==> src/rtl/ram_bus_arbiter_if.sv <==
// Requester and RAM device signal bundle for ram_bus_arbiter.
// slave is the arbiter's view, master the board/requester side.
interface ram_bus_arbiter_if #(
  parameter int WORD_WIDTH = 32
);
  logic [1:0]            req;
  logic [1:0]            we;
  logic [WORD_WIDTH-1:0] addr0;
  logic [WORD_WIDTH-1:0] addr1;
  logic [WORD_WIDTH-1:0] wdata0;
  logic [WORD_WIDTH-1:0] wdata1;
  logic [1:0]            done;
  logic [1:0]            err;
  logic [WORD_WIDTH-1:0] rdata;
  logic [WORD_WIDTH-1:0] dev_stat;
  logic [WORD_WIDTH-1:0] dev_ctrl;
  logic [WORD_WIDTH-1:0] dev_addr;
  logic [WORD_WIDTH-1:0] dev_data_in;
  logic [WORD_WIDTH-1:0] dev_data_out;

  modport slave (
    input  req, we, addr0, addr1, wdata0, wdata1,
    input  dev_stat, dev_data_in,
    output done, err, rdata,
    output dev_ctrl, dev_addr, dev_data_out
  );

  modport master (
    output req, we, addr0, addr1, wdata0, wdata1,
    output dev_stat, dev_data_in,
    input  done, err, rdata,
    input  dev_ctrl, dev_addr, dev_data_out
  );
endinterface

==> src/rtl/ram_bus_arbiter.sv <==
// Round-robin arbiter sharing the RAM device port between CPU and VGA.
// Runs the four-phase READ/WRITE/ACK handshake with an ACK timeout.
module ram_bus_arbiter #(
  parameter int WORD_WIDTH = 32,
  parameter int READ_PIN   = 0,
  parameter int WRITE_PIN  = 1,
  parameter int ACK_PIN    = 0,
  parameter int TIMEOUT    = 1024
) (
  input logic              clk,
  input logic              rst,
  ram_bus_arbiter_if.slave bus
);
  localparam int CW = $clog2(TIMEOUT) + 1;

  typedef enum logic [1:0] {
    IDLE,
    WAIT_ACK,
    WAIT_RELEASE
  } state_e;

  state_e state_q, state_d;

  logic                  gnt_q, gnt_d;
  logic                  last_q, last_d;
  logic                  we_q, we_d;
  logic [CW-1:0]         cnt_q, cnt_d;
  logic [WORD_WIDTH-1:0] ctrl_q, ctrl_d;
  logic [WORD_WIDTH-1:0] addr_q, addr_d;
  logic [WORD_WIDTH-1:0] wdat_q, wdat_d;
  logic [WORD_WIDTH-1:0] rdata_q, rdata_d;
  logic [1:0]            done_q, done_d;
  logic [1:0]            err_q, err_d;

  logic ack;
  logic start;
  logic sel;
  logic expired;

  assign ack     = bus.dev_stat[ACK_PIN];
  assign start   = (state_q == IDLE) && !ack && (bus.req != 2'b00);
  // Both pending: the one not served last; otherwise the only one.
  assign sel     = (bus.req == 2'b11) ? ~last_q : bus.req[1];
  assign expired = (cnt_q == CW'(TIMEOUT - 1));

  always_ff @(posedge clk or posedge rst) begin
    if (rst) begin
      state_q <= IDLE;
      gnt_q   <= 1'b0;
      last_q  <= 1'b1;
      we_q    <= 1'b0;
      cnt_q   <= '0;
      ctrl_q  <= '0;
      addr_q  <= '0;
      wdat_q  <= '0;
      rdata_q <= '0;
      done_q  <= '0;
      err_q   <= '0;
    end else begin
      state_q <= state_d;
      gnt_q   <= gnt_d;
      last_q  <= last_d;
      we_q    <= we_d;
      cnt_q   <= cnt_d;
      ctrl_q  <= ctrl_d;
      addr_q  <= addr_d;
      wdat_q  <= wdat_d;
      rdata_q <= rdata_d;
      done_q  <= done_d;
      err_q   <= err_d;
    end
  end

  always_comb begin
    state_d = state_q;
    unique case (state_q)
      IDLE:         if (start) state_d = WAIT_ACK;
      WAIT_ACK:     if (ack || expired) state_d = WAIT_RELEASE;
      WAIT_RELEASE: if (!ack) state_d = IDLE;
      default:      state_d = IDLE;
    endcase
  end

  always_comb begin
    gnt_d   = gnt_q;
    last_d  = last_q;
    we_d    = we_q;
    cnt_d   = cnt_q;
    ctrl_d  = ctrl_q;
    addr_d  = addr_q;
    wdat_d  = wdat_q;
    rdata_d = rdata_q;
    done_d  = 2'b00;
    err_d   = 2'b00;
    unique case (state_q)
      IDLE: begin
        if (start) begin
          gnt_d  = sel;
          last_d = sel;
          we_d   = bus.we[sel];
          cnt_d  = '0;
          addr_d = sel ? bus.addr1 : bus.addr0;
          wdat_d = '0;
          ctrl_d = '0;
          if (bus.we[sel]) begin
            wdat_d            = sel ? bus.wdata1 : bus.wdata0;
            ctrl_d[WRITE_PIN] = 1'b1;
          end else begin
            ctrl_d[READ_PIN] = 1'b1;
          end
        end
      end
      WAIT_ACK: begin
        if (ack) begin
          ctrl_d        = '0;
          done_d[gnt_q] = 1'b1;
          if (!we_q) rdata_d = bus.dev_data_in;
        end else if (expired) begin
          ctrl_d        = '0;
          done_d[gnt_q] = 1'b1;
          err_d[gnt_q]  = 1'b1;
        end else begin
          cnt_d = cnt_q + CW'(1);
        end
      end
      default: ;
    endcase
  end

  assign bus.done         = done_q;
  assign bus.err          = err_q;
  assign bus.rdata        = rdata_q;
  assign bus.dev_ctrl     = ctrl_q;
  assign bus.dev_addr     = addr_q;
  assign bus.dev_data_out = wdat_q;
endmodule

==> src/flat_wrapper.sv <==
// flat-port wrapper written by rule: the top's interface ports become plain ports
module ram_bus_arbiter_flat 
#(
  parameter int WORD_WIDTH = 32,
  parameter int READ_PIN   = 0,
  parameter int WRITE_PIN  = 1,
  parameter int ACK_PIN    = 0,
  parameter int TIMEOUT    = 1024
)
  (clk, rst, bus_req, bus_we, bus_addr0, bus_addr1, bus_wdata0, bus_wdata1, bus_dev_stat, bus_dev_data_in, bus_done, bus_err, bus_rdata, bus_dev_ctrl, bus_dev_addr, bus_dev_data_out);
  ram_bus_arbiter_if #(.WORD_WIDTH(WORD_WIDTH)) bus_i ();
  input logic clk;
  input logic rst;
  input wire logic [$bits(bus_i.req)-1:0] bus_req;
  input wire logic [$bits(bus_i.we)-1:0] bus_we;
  input wire logic [$bits(bus_i.addr0)-1:0] bus_addr0;
  input wire logic [$bits(bus_i.addr1)-1:0] bus_addr1;
  input wire logic [$bits(bus_i.wdata0)-1:0] bus_wdata0;
  input wire logic [$bits(bus_i.wdata1)-1:0] bus_wdata1;
  input wire logic [$bits(bus_i.dev_stat)-1:0] bus_dev_stat;
  input wire logic [$bits(bus_i.dev_data_in)-1:0] bus_dev_data_in;
  output wire logic [$bits(bus_i.done)-1:0] bus_done;
  output wire logic [$bits(bus_i.err)-1:0] bus_err;
  output wire logic [$bits(bus_i.rdata)-1:0] bus_rdata;
  output wire logic [$bits(bus_i.dev_ctrl)-1:0] bus_dev_ctrl;
  output wire logic [$bits(bus_i.dev_addr)-1:0] bus_dev_addr;
  output wire logic [$bits(bus_i.dev_data_out)-1:0] bus_dev_data_out;
  assign bus_i.req = bus_req;
  assign bus_i.we = bus_we;
  assign bus_i.addr0 = bus_addr0;
  assign bus_i.addr1 = bus_addr1;
  assign bus_i.wdata0 = bus_wdata0;
  assign bus_i.wdata1 = bus_wdata1;
  assign bus_i.dev_stat = bus_dev_stat;
  assign bus_i.dev_data_in = bus_dev_data_in;
  assign bus_done = bus_i.done;
  assign bus_err = bus_i.err;
  assign bus_rdata = bus_i.rdata;
  assign bus_dev_ctrl = bus_i.dev_ctrl;
  assign bus_dev_addr = bus_i.dev_addr;
  assign bus_dev_data_out = bus_i.dev_data_out;
  ram_bus_arbiter #(.WORD_WIDTH(WORD_WIDTH), .READ_PIN(READ_PIN), .WRITE_PIN(WRITE_PIN), .ACK_PIN(ACK_PIN), .TIMEOUT(TIMEOUT)) u_core (.clk(clk), .rst(rst), .bus(bus_i));
endmodule
==> config.mk <==
export PLATFORM = sky130hd
export DESIGN_NAME = ram_bus_arbiter_flat
export DESIGN_NICKNAME = d
export VERILOG_FILES = /design/src/rtl/ram_bus_arbiter_if.sv /design/src/rtl/ram_bus_arbiter.sv /design/src/flat_wrapper.sv
export SDC_FILE = /design/constraint.sdc
export NUM_CORES = 1
export LEC_CHECK = 0
export BUFFER_PORTS_ARGS = -buffer_cell sky130_fd_sc_hd__buf_2
export CORE_AREA = 2 2 129 131
export CTS_CLUSTER_SIZE = 16
export DETAILED_ROUTE_END_ITERATION = 12
export DIE_AREA = 0 0 131 133
export GPL_TIMING_DRIVEN = 1
export PLACE_DENSITY = 0.69
export SYNTH_ARGS = -nofsm -noshare
export SYNTH_HDL_FRONTEND = slang
export SYNTH_SLANG_ARGS = --single-unit
==> constraint.sdc <==
create_clock -name clk -period 3.75 [get_ports clk]
set_input_delay 0.1875 -clock clk [delete_from_list [all_inputs] [get_ports clk]]
set_output_delay 0.1875 -clock clk [all_outputs]
set_load 0.02 [all_outputs]
# After elaboration in Yosys (flattened, before gate mapping)
# Index checks and enable logic that the tools add are counted.
dict set report word_totals {
  regBits 148
  input_bits 198
  output_inout_bits 132
  wordCells 67
}
dict set report classes {
  n_addsub 1
  n_lt_le_gt_ge 3
  eq_ne 10
  muxes 27
  n_bitwise 2
  n_reduce_logical 13
}
# op count
set ops {}
lappend ops {{2-to-1 mux 32 bit} 6}
lappend ops {{case mux 32 bit (2 select lines)} 1}
lappend ops {{2-to-1 mux 11 bit} 3}
lappend ops {{case mux 11 bit (2 select lines)} 1}
lappend ops {{2-to-1 mux 2 bit} 8}
lappend ops {{adder 11 x 1 -> 11 bit (second input constant)} 1}
lappend ops {{equality test 11 x 10 -> 1 bit (second input constant)} 1}
lappend ops {{AND reduction 3 bit} 3}
lappend ops {{2-to-1 mux 1 bit} 6}
lappend ops {{!= test 2 bit (second input constant)} 3}
lappend ops {{case mux 2 bit (3 select lines)} 1}
lappend ops {{equality test 2 bit (second input constant)} 2}
lappend ops {{less-than comparator 1 x 2 -> 1 bit (second input constant)} 2}
lappend ops {{!= test 2 x 1 -> 1 bit (second input constant)} 2}
lappend ops {{AND reduction 4 bit} 1}
lappend ops {{nonzero test 2 bit} 2}
lappend ops {{logical AND 1 bit} 3}
lappend ops {{!= test 3 x 2 -> 1 bit (second input constant)} 1}
lappend ops {{equality test 2 x 1 -> 1 bit (second input constant)} 1}
lappend ops {{zero test 2 bit} 1}
lappend ops {{inverter 1 bit} 2}
lappend ops {{AND reduction 2 bit} 1}
lappend ops {{demux 1 bit (select 1 bit)} 1}
lappend ops {{greater-or-equal comparator 1 bit (second input constant)} 1}
lappend ops {{2 further kinds} 2}

# Depth between registers and ports, before layout
# Gate-level depths: netlist of run 1.
dict set report depth {
  ltp_word 7
  ltp_mapped 7
  mapped_depth_nobuf 5
}

# Worst setup path after synthesis of run 1
# OpenSTA, ideal clock, no wires.
dict set report synth_path {
  kind {reg-to-reg}
  from {register u_core.state_q[1]}
  to {register u_core.rdata_q[0], in the netlist u_core.bus.rdata[0]}
  setup_time_ns 0.125
  arrival_ns 1.468
  t_required_ns 3.625
  slack_ns 2.157
  stages_incl_launch_ff 5
  path_buffers 1
  synth_period_minus_slack_ns 1.593
  path_cell_list {dfrtp_1 -> nand2b_1 -> nor3b_2 -> buf_4 -> mux2_2}
}
dict set report synth_between {
  elab_chain_len 2
}
# element line
set synth_lines {}
lappend synth_lines {{start, declared} ram_bus_arbiter.sv:22} ;# state_e state_q, state_d;
lappend synth_lines {{start signal, assigned} ram_bus_arbiter.sv:60} ;# state_q <= state_d;
lappend synth_lines {{equality test 2 x 1 -> 1 bit} ram_bus_arbiter.sv:95} ;# unique case (state_q)
lappend synth_lines {{AND reduction 3 bit (no source line)} n/a}
lappend synth_lines {{end signal, assigned} ram_bus_arbiter.sv:68} ;# rdata_q <= rdata_d;
lappend synth_lines {{end, declared} ram_bus_arbiter.sv:31} ;# logic [WORD_WIDTH-1:0] rdata_q, rdata_d;
# No other way between the ends.
# A chain may end at the register's enable or synchronous reset.

# Worst setup path in the final report of run 1
dict set report layout_path {
  from {register u_core.state_q[0]}
  to {register u_core.cnt_q[0]}
}
dict set report layout_between {
  elab_chain_len 5
  elab_cells_between_ends 10
  classes_between {4 x eq/ne; 1 x mux; 5 x reduce/logical}
}
# element line
set layout_lines {}
lappend layout_lines {{zero test 2 bit} {ram_bus_arbiter.sv:41, ram_bus_arbiter.sv:95}}
lappend layout_lines {{logical AND 1 bit (2 in a row)} ram_bus_arbiter.sv:41} ;# assign start = (state_q == IDLE) && !ack && (bus.req != 2'b00);
lappend layout_lines {{!= test 2 x 1 -> 1 bit (no source line)} n/a}
lappend layout_lines {{AND reduction 4 bit (no source line)} n/a}
lappend layout_lines {{end signal, assigned} ram_bus_arbiter.sv:64} ;# cnt_q <= cnt_d;
lappend layout_lines {{end, declared} ram_bus_arbiter.sv:27} ;# logic [CW-1:0] cnt_q, cnt_d;
# Parallel ways exist; a longest one is shown, timed or not.

==> flow_metrics.tcl, run 1 <==
set metrics [dict create \
    status "complete, no violations" \
    grt-ovfl-total 0 \
    core_mm2 0.01617 \
    setup_viol 0 \
    syn_inst 476 \
    grt_usage_pct 15.84 \
    hold_ws_ps 13.67 \
    synthTopCellsByCount "dfrtp_1, nand2_1, mux2i_1, o21ai_0, buf_4" \
    period_share_pct 59.06 \
    drv_cap 0 \
    dp_hpwl_um 9645 \
    h-tree-depth 4 \
    cts-buffers-inserted 17 \
    gp_congestion 0.7494 \
    num_rows 47 \
    yosysMostFrequentCell "dfrtp_1" \
    ioPinCount 330 \
    powerDensity_mw_per_mm2 794.9 \
    wl_per_cell_um 13.73 \
    r2r-end "u_core.cnt_q[0]$_DFFE_PP0P_" \
    area_growth_pct 44.17 \
    yosysTopAreaCellShare_pct 54.37 \
    totalWireLength_um 13760 \
    ys_seq_area_share_pct 54.86 \
    holdCritStartpoint "bus_dev_data_in[1]" \
    critPathMaxFanout 71 \
    timing.rr.start "u_core.state_q[0]$_DFFE_PP0P_" \
    cp.required_ps 4040 \
    async_flop_share_pct 100.0 \
    tns_ps 0 \
    rsz0062_at_grt "no" \
    port_buffers 268 \
    rr_worst_depth 5 \
    drt-initial-drc-count 139 \
    final.setup_skew_ps 6.297 \
    cts_setup_buffers 0 \
    route.detailed.drc 0 \
    vias 4422 \
    vdd_ir_drop_max_v 0.0004268 \
    diodes 0 \
    grt_max_degree 119 \
    vias_per_cell 4.413 \
    insertion_delay_ps 410 \
    clk_pin_slew_ps 50 \
    postRouteAntennaNets 0 \
    rrSetupSlack_ps 1540 \
    die_h_um 133 \
    cts_tree "done" \
    synth_cell_type_count 48 \
    end_kind "register" \
    hold_end "u_core.bus.rdata[1]$_DFFE_PP0P_" \
    maxClockFrequency_mhz 451.5 \
    initial_utilization_pct 33.30 \
    path_class "register to register" \
    relSlewSlack_pct 26.88 \
    syn_area_mm2 0.005385 \
    hold_depth 2 \
    p_leak_nw 4.055 \
    hold_violations 0 \
    clock_path_buffers 2 \
    fin_crit_ps 2215 \
    fillCellCount 1501 \
    nets 968 \
    yosys.area.top_type "dfrtp_1" \
    drive_gt1_share_pct 44.37 \
    arrival_ps 2510 \
    setup.worst_path.start "u_core.state_q[0]$_DFFE_PP0P_" \
    cts.repair.resized 0 \
    min_path_type "input pin to register" \
    cts-root-buf "clkbuf_16" \
    dieArea_mm2 0.01742 \
    fp.dieW_um 131 \
    multiInputGateArea_mm2 0.002183 \
    avgSynthCellArea_um2 11.31 \
    synth_top_flop_cell "dfrtp_1" \
    synth_edf_count 0 \
    slew_violations 0 \
    antenna_found_initial 1 \
    synth_area_leaders "dfrtp_1, mux2i_1, mux2_2" \
    max_slew.worst_pin.slew_ps 1097 \
    startpoint_type "register" \
    clkSinkCount 118 \
    drt_first_pass_iters 4 \
    grt_pass1_wl_um 21330 \
    seq_area_mm2 0.002954 \
    grt_pass1_vias 4248 \
    synth_warnings 0 \
    ys_ff_latch 118 \
]
## where the power goes
group          switching (mW)  internal (mW)  total [mW]
sequential              0.278           1.82        2.10
combinational            1.41          0.844        2.25
clock                   0.612           1.20        1.82
## layout by cell type (no fill, tap or decap), types with 3 or more instances in the layout
master           n
o31ai_1          4
clkbuf_16       17
nor2_1           9
mux2i_1         67
buf_2          268
o21ai_0         50
mux2_2          32
buf_4            4
conb_1          30
dlygate4sd3_1   28
o21ai_1         18
clkinv_4         3
inv_6            3
nand2_1         79
dfrtp_1        117
inv_1            3
bufinv_16        5
## worst max-delay path by stage
| stage | end | depth (start not counted) | slack (ps) |
|---|---|---|---|
| CTS | u_core.cnt_q[0]$_DFFE_PP0P_ | 5 | 1530 |
| detailed placement | u_core.bus.dev_data_out[5]$_DFFE_PP0P_ | 5 | 1440 |
| global route | u_core.bus.dev_data_out[24]$_DFFE_PP0P_ | 4 | 1300 |
| global placement | u_core.bus.dev_data_out[7]$_DFFE_PP0P_ | 5 | 1500 |
| floorplan | u_core.bus.dev_addr[0]$_DFFE_PP0P_ | 1 | 440 |
| finish | u_core.cnt_q[0]$_DFFE_PP0P_ | 5 | 1540 |
## kinds of logic (layout without fill, tap and decap cells)
logic type	after synthesis	in the layout	synth area share, %
simple gates	110	110	9.573
mux	100	100	19.35
xor+xnor	1	1	0.1627
buf+inv	60	337	6.970
compound gates	85	85	8.783
other cells	1	30	0.06964
fa+ha+maj	1	1	0.2323
flops	118	118	54.86
## critical path, stage by stage (launching register included)
cell     delay [ps]
dfrtp_1         440
nor3_2          310
nand2_4         330
buf_4           430
o31ai_1         170
mux2_2          370
## per-stage QoR
step           area, µm²  utilization [%]  total power, mW  setup slack, ps  std cells
6_report            7764            48.01            6.171             1535       1002
5_1_grt             7764            48.01            6.556             1299       1002
4_1_cts             7764            48.01            6.244             1531       1002
3_5_place_dp        6822            42.18            4.375             1444        942
3_3_place_gp        6822            42.18            4.320             1501        942
2_1_floorplan       5494                -            3.575            435.0        505
## flip-flops by register name, summed over array words and instances, names as in the netlist
| name | cells |
|---|---|
| u_core.bus.dev_addr | 32 |
| u_core.state_q | 2 |
| u_core.we_q | 1 |
| u_core.bus.err | 2 |
| u_core.last_q | 1 |
| u_core.bus.dev_ctrl | 2 |
| u_core.gnt_q | 1 |
| u_core.bus.rdata | 32 |
| u_core.bus.done | 2 |
| u_core.bus.dev_data_out | 32 |
| u_core.cnt_q | 11 |
## what timing repair did
action	in CTS	in global routing
hold buffers	28	0
setup endpoints to repair	0	0
endpoints found under the hold margin	144	0
## per-layer routing
metal	track usage [%]	part of all wire, %	vias up
met3	5.055	7.8	17
met1	18.85	41	2034
met5	0	0.095	-
met2	26.91	49	190
met4	5.201	1.4	2
li1	-	-	2179
## final cells by class
type	instances	area share (%)
sequential	118	38.05
multi-input combinational	327	28.12
timing repair buffer	301	21.53
clock buffer	18	5.657
tap	220	3.546
clock inverter	14	2.869
inverter	4	0.2256
(Power assumes the default switching activity.)
==> run 2, diff against run 1 <==
- CORE_AREA: 2 2 129 131 -> 2 2 128 130
- DIE_AREA: 0 0 131 133 -> 0 0 130 132
- PLACE_DENSITY: 0.69 -> 0.73
- clock period: 3.75 -> 2 ns (I/O delays scaled with it)
==> run 2 against run 1 <==
Critical path depth grew 1. Fmax rose by 18%. Clock-buffer cell count fell by 1. Total power increased by 88%. First-iteration DRC count rose by 40%. Critical path type unchanged. Clock power is 63% higher. Worst setup slack got worse by 1400 ps.
==> flow_metrics.tcl, run 2 (synthesized netlist as in run 1, its figures left out) <==
set metrics [dict create \
    route.detailed.drc 0 \
    core_mm2 0.01571 \
    h-tree-depth 4 \
    die_h_um 132 \
    finalWorstSetupSlack_ps 122.2 \
    totalWireLength_um 16500 \
    insertion_delay_ps 410 \
    wl_per_cell_um 14.99 \
    hold_end "u_core.bus.dev_data_out[23]$_DFFE_PP0P_" \
    fin_crit_ps 1878 \
    end_kind "register" \
    drv_cap 0 \
    initial_utilization_pct 34.27 \
    cts-buffers-inserted 17 \
    dieArea_mm2 0.01716 \
    status "complete, no violations" \
    fp.dieW_um 130 \
    setup.worst_path.start "u_core.last_q$_DFFE_PP1P_" \
    slew_violations 0 \
    hold_ws_ps 10.10 \
    hold_violations 0 \
    powerDensity_mw_per_mm2 1323 \
    final_common_cell "buf_2" \
    grt-ovfl-total 0 \
    drive_gt1_share_pct 40.05 \
    tns_ps 0 \
    setup_viol 0 \
    rsz0062_at_grt "no" \
    dp_hpwl_um 9910 \
    r2r-end "u_core.bus.dev_data_out[26]$_DFFE_PP0P_" \
    cts_tree "done" \
    post-place-ws_ps 303.3 \
    maxClockFrequency_mhz 532.5 \
    total_power_mw 11.62 \
    startpoint_type "register" \
    clock_path_buffers 2 \
    period_share_pct 93.89 \
    vias 4976 \
    vias_per_cell 4.520 \
    min_path_type "input pin to register" \
    hold_depth 3 \
    nets 1070 \
    max_slew.worst_pin.slew_ps 621.4 \
    holdCritStartpoint "bus_wdata1[23]" \
    grt_pass1_vias 5170 \
    grt_usage_pct 18.63 \
    ioPinCount 330 \
    rr_worst_depth 6 \
    final.setup_skew_ps 7.772 \
    p_leak_nw 4.483 \
    cts.repair.resized 0 \
    clkSinkCount 118 \
    cp.required_ps 2270 \
    drt-initial-drc-count 194 \
    path_class "register to register" \
    port_buffers 268 \
    gp_congestion 0.8020 \
    cts-root-buf "clkbuf_16" \
    num_rows 46 \
    critPathMaxFanout 16 \
    postRouteAntennaNets 0 \
    grt_pass1_wl_um 25100 \
    timing.rr.start "u_core.last_q$_DFFE_PP1P_" \
    rrSetupSlack_ps 120 \
    vdd_ir_drop_max_v 0.0006470 \
    relSlewSlack_pct 58.57 \
    mostFrequentLayoutCells "buf_2, dlygate4sd3_1, dfrtp_1" \
    arrival_ps 2150 \
    drt_first_pass_iters 4 \
    clk_pin_slew_ps 50 \
    area_growth_pct 63.10 \
    grt_max_degree 119 \
    antenna_found_initial 0 \
]
## run 2: changes by cell type in the layout (fill, tap and decap cells not counted), sizes merged
| cell | before | now |
|---|---|---|
| clkbuf | 18 | 19 |
| inv | 7 | 5 |
| clkinv | 4 | 9 |
| dlygate4sd3 | 28 | 123 |
| bufinv | 5 | 2 |
| diode | 0 | 1 |
| clkinvlp | 2 | 3 |
| buf | 273 | 278 |
## run 2: final cells by class
type	count	area, µm²
Clock inverter	15	156.4
Fill cell	1315	6929
Antenna cell	1	2.502
Timing Repair Buffer	403	2773
Inverter	4	18.77
Clock buffer	17	425.4
Sequential cell	118	2954
Tap cell	216	270.3
Multi-Input combinational cell	327	2183
## run 2: how the worst max path moves through the flow
stage,end,slack (ps)
after detailed placement,u_core.bus.rdata[30]$_DFFE_PP0P_,300
after global routing,u_core.bus.dev_addr[13]$_DFFE_PP0P_,40
after CTS,u_core.bus.dev_data_out[26]$_DFFE_PP0P_,70
after floorplan,u_core.bus.rdata[0]$_DFFE_PP0P_,410
final,u_core.bus.dev_data_out[26]$_DFFE_PP0P_,120
after global placement,u_core.bus.dev_ctrl[1]$_DFFE_PP0P_,330
## run 2: what timing repair did
action,4_1_cts,5_1_grt
buffers inserted,0,3
hold buffers,123,0
endpoints found under the hold margin,199,0
setup endpoints to repair,0,15
## run 2: power breakdown
group          total [mW]  internal, mW  switching, mW
clock network        2.97          1.84           1.14
logic                4.68          1.90           2.78
registers            3.97          3.42          0.547
total                11.6          7.15           4.47
## run 2: routing by layer
metal | track usage (%) | wire length [µm] | vias up
li1 | - | - | 2393
met1 | 20.17 | 6344 | 2321
met2 | 33.60 | 8615 | 228
met3 | 5.641 | 1130 | 34
met4 | 7.288 | 414 | 0
met5 | 0 | 0 | -
## run 2: per-stage QoR
stage	util [%]	area, µm²	std cells
floorplan	-	5498	505
global placement	43.80	6883	940
detailed placement	43.80	6883	940
CTS	55.34	8696	1095
global route	55.88	8781	1100
finish	55.90	8783	1101
## run 2: critical path, stage by stage (launching register included)
cell and delay, ps:
dfstp_2 550, a21boi_4 60, buf_4 150, clkbuf_16 190
mux2i_1 160, dlygate4sd3_1 570, o21ai_1 60
==> run 3, diff against run 2 <==
- RECOVER_POWER: unset -> 100
==> run 3 against run 2 <==
Cell count unchanged. Critical endpoint unchanged. Combinational power down 6.6%. Largest cell class unchanged. Sequential power about the same. Highest routed layer unchanged. Sequential share of layout area up 0.66 points. Hold slack better by 3.4 ps. Clock-buffer cell count unchanged. Die area unchanged. Critical path depth unchanged. Worst setup slack worse by 8.7 ps. Critical path type unchanged.
==> flow_metrics.tcl, run 3 (synthesized netlist as in run 1, its figures left out) <==
set metrics [dict create \
    status "complete, no violations" \
    drt_first_pass_iters 4 \
    dp_hpwl_um 9910 \
    dieArea_mm2 0.01716 \
    placed_area_mm2 0.006883 \
    rsz0062_at_grt "no" \
    route.detailed.drc 0 \
    p_leak_nw 4.122 \
    grt_usage_pct 18.63 \
    wl_per_cell_um 15.06 \
    p_clk_share_pct 26.2 \
    p_sw_mw 4.489 \
    arrival_ps 2160 \
    vias_per_cell 4.513 \
    grt_pass1_vias 5170 \
    cp.required_ps 2270 \
    max_slew.worst_pin.slew_ps 1089 \
    grt_max_degree 119 \
    p_int_mw 6.848 \
    die_h_um 132 \
    slew_violations 0 \
    post-place-ws_ps 303.3 \
    finalWorstSetupSlack_ps 113.4 \
    clk_pin_slew_ps 50 \
    fin_crit_ps 1887 \
    design_area_mm2 0.008613 \
    cts.repair.resized 0 \
    grt-ovfl-total 0 \
    final.setup_skew_ps 7.758 \
    path_class "register to register" \
    topRoutingLayerUsed "met4" \
    drv_cap 0 \
    clkSinkCount 118 \
    vias 4969 \
    hold_violations 0 \
    core_mm2 0.01571 \
    relSlewSlack_pct 27.39 \
    hold_ws_ps 13.48 \
    swShare_pct 39.60 \
    setup_viol 0 \
    num_rows 46 \
    drt-initial-drc-count 185 \
    ioPinCount 330 \
    wl_met1_um 6423 \
    startpoint_type "register" \
    mostFrequentLayoutCells "buf_2, dlygate4sd3_1, dfrtp_1" \
    tns_ps 0 \
    min_path_type "input pin to register" \
    period_share_pct 94.33 \
    h-tree-depth 4 \
    totalWireLength_um 16580 \
    end_kind "register" \
    cts-buffers-inserted 17 \
    port_buffers 268 \
    critPathMaxFanout 16 \
    maxClockFrequency_mhz 530.1 \
    clock_path_buffers 2 \
    nets 1070 \
    drive_gt1_share_pct 28.28 \
    total_power_mw 11.34 \
    insertion_delay_ps 410 \
    final_common_cell "buf_2" \
    postRouteAntennaNets 0 \
    powerDensity_mw_per_mm2 1316 \
    dr_wl_met2_um 8619 \
    pwr-share-seq_pct 35.3 \
    pwr-share-comb_pct 38.5 \
    fp.dieW_um 130 \
    gp_congestion 0.8020 \
    met3_length_um 1122 \
    grt_pass1_wl_um 25100 \
    area_growth_pct 59.94 \
    initial_utilization_pct 34.27 \
    antenna_found_initial 0 \
    cts-root-buf "clkbuf_16" \
    vdd_ir_drop_max_v 0.0006169 \
    cts_tree "done" \
]
[run 3: final cells by class]
type | count | area, µm²
fillers | 1369 | 7099
flip-flops and latches | 118 | 2954
repair buffers | 403 | 2608
multi-input cells | 327 | 2178
clock buffers | 17 | 425.4
well taps | 216 | 270.3
clock inverters | 15 | 156.4
inverters | 4 | 18.77
diodes | 1 | 2.502
[run 3: stage by stage]
step | std cells | utilization (%)
final | 1101 | 54.82
after global routing | 1100 | 54.80
after CTS | 1095 | 55.34
after detailed placement | 940 | 43.80
after global placement | 940 | 43.80
after floorplan | 505 | -
[run 3: power by group through the flow]
stage	Combinational (mW)	Clock, mW	Sequential, mW
5_1_grt	4.74	3.17	4.13
6_report	4.37	2.97	4.00
3_3_place_gp	4.22	0	3.93
4_1_cts	4.59	3.05	3.95
2_1_floorplan	1.54	0	5.16
3_5_place_dp	4.32	0	3.97
[run 3: path summary, 6_finish.rpt]
path	from	endpoint	slack [ps]	cells after the start
max in group asynchronous	rst	u_core.cnt_q[5]$_DFFE_PP0P_	670	4
hold / removal	bus_wdata0[28]	u_core.bus.dev_data_out[28]$_DFFE_PP0P_	10	3
setup / recovery	u_core.last_q$_DFFE_PP1P_	u_core.bus.dev_data_out[26]$_DFFE_PP0P_	110	6
hold reg to reg	u_core.gnt_q$_DFFE_PP0P_	u_core.bus.done[0]$_DFF_PP0_	470	1
min in group asynchronous	rst	u_core.bus.rdata[16]$_DFFE_PP0P_	570	4
setup reg to reg	u_core.last_q$_DFFE_PP1P_	u_core.bus.dev_data_out[26]$_DFFE_PP0P_	110	6
[run 3: layer usage]
metal	global-route usage (%)	vias up
li1	-	2391
met4	7.288	0
met2	33.60	221
met5	0	-
met3	5.641	34
met1	20.17	2323
[run 3: worst max-delay path: stages (launching register included)]
cell	delay [ps]
dfstp_2	550
a21boi_4	60
buf_4	150
clkbuf_16	190
mux2i_1	160
dlygate4sd3_1	580
o21ai_1	60
[run 3: repair_timing]
| item | in CTS | in global routing |
|---|---|---|
| endpoints found under the hold margin | 199 | 0 |
| setup buffers | 0 | 3 |
| hold buffers | 123 | 0 |
| setup endpoints to repair | 0 | 15 |
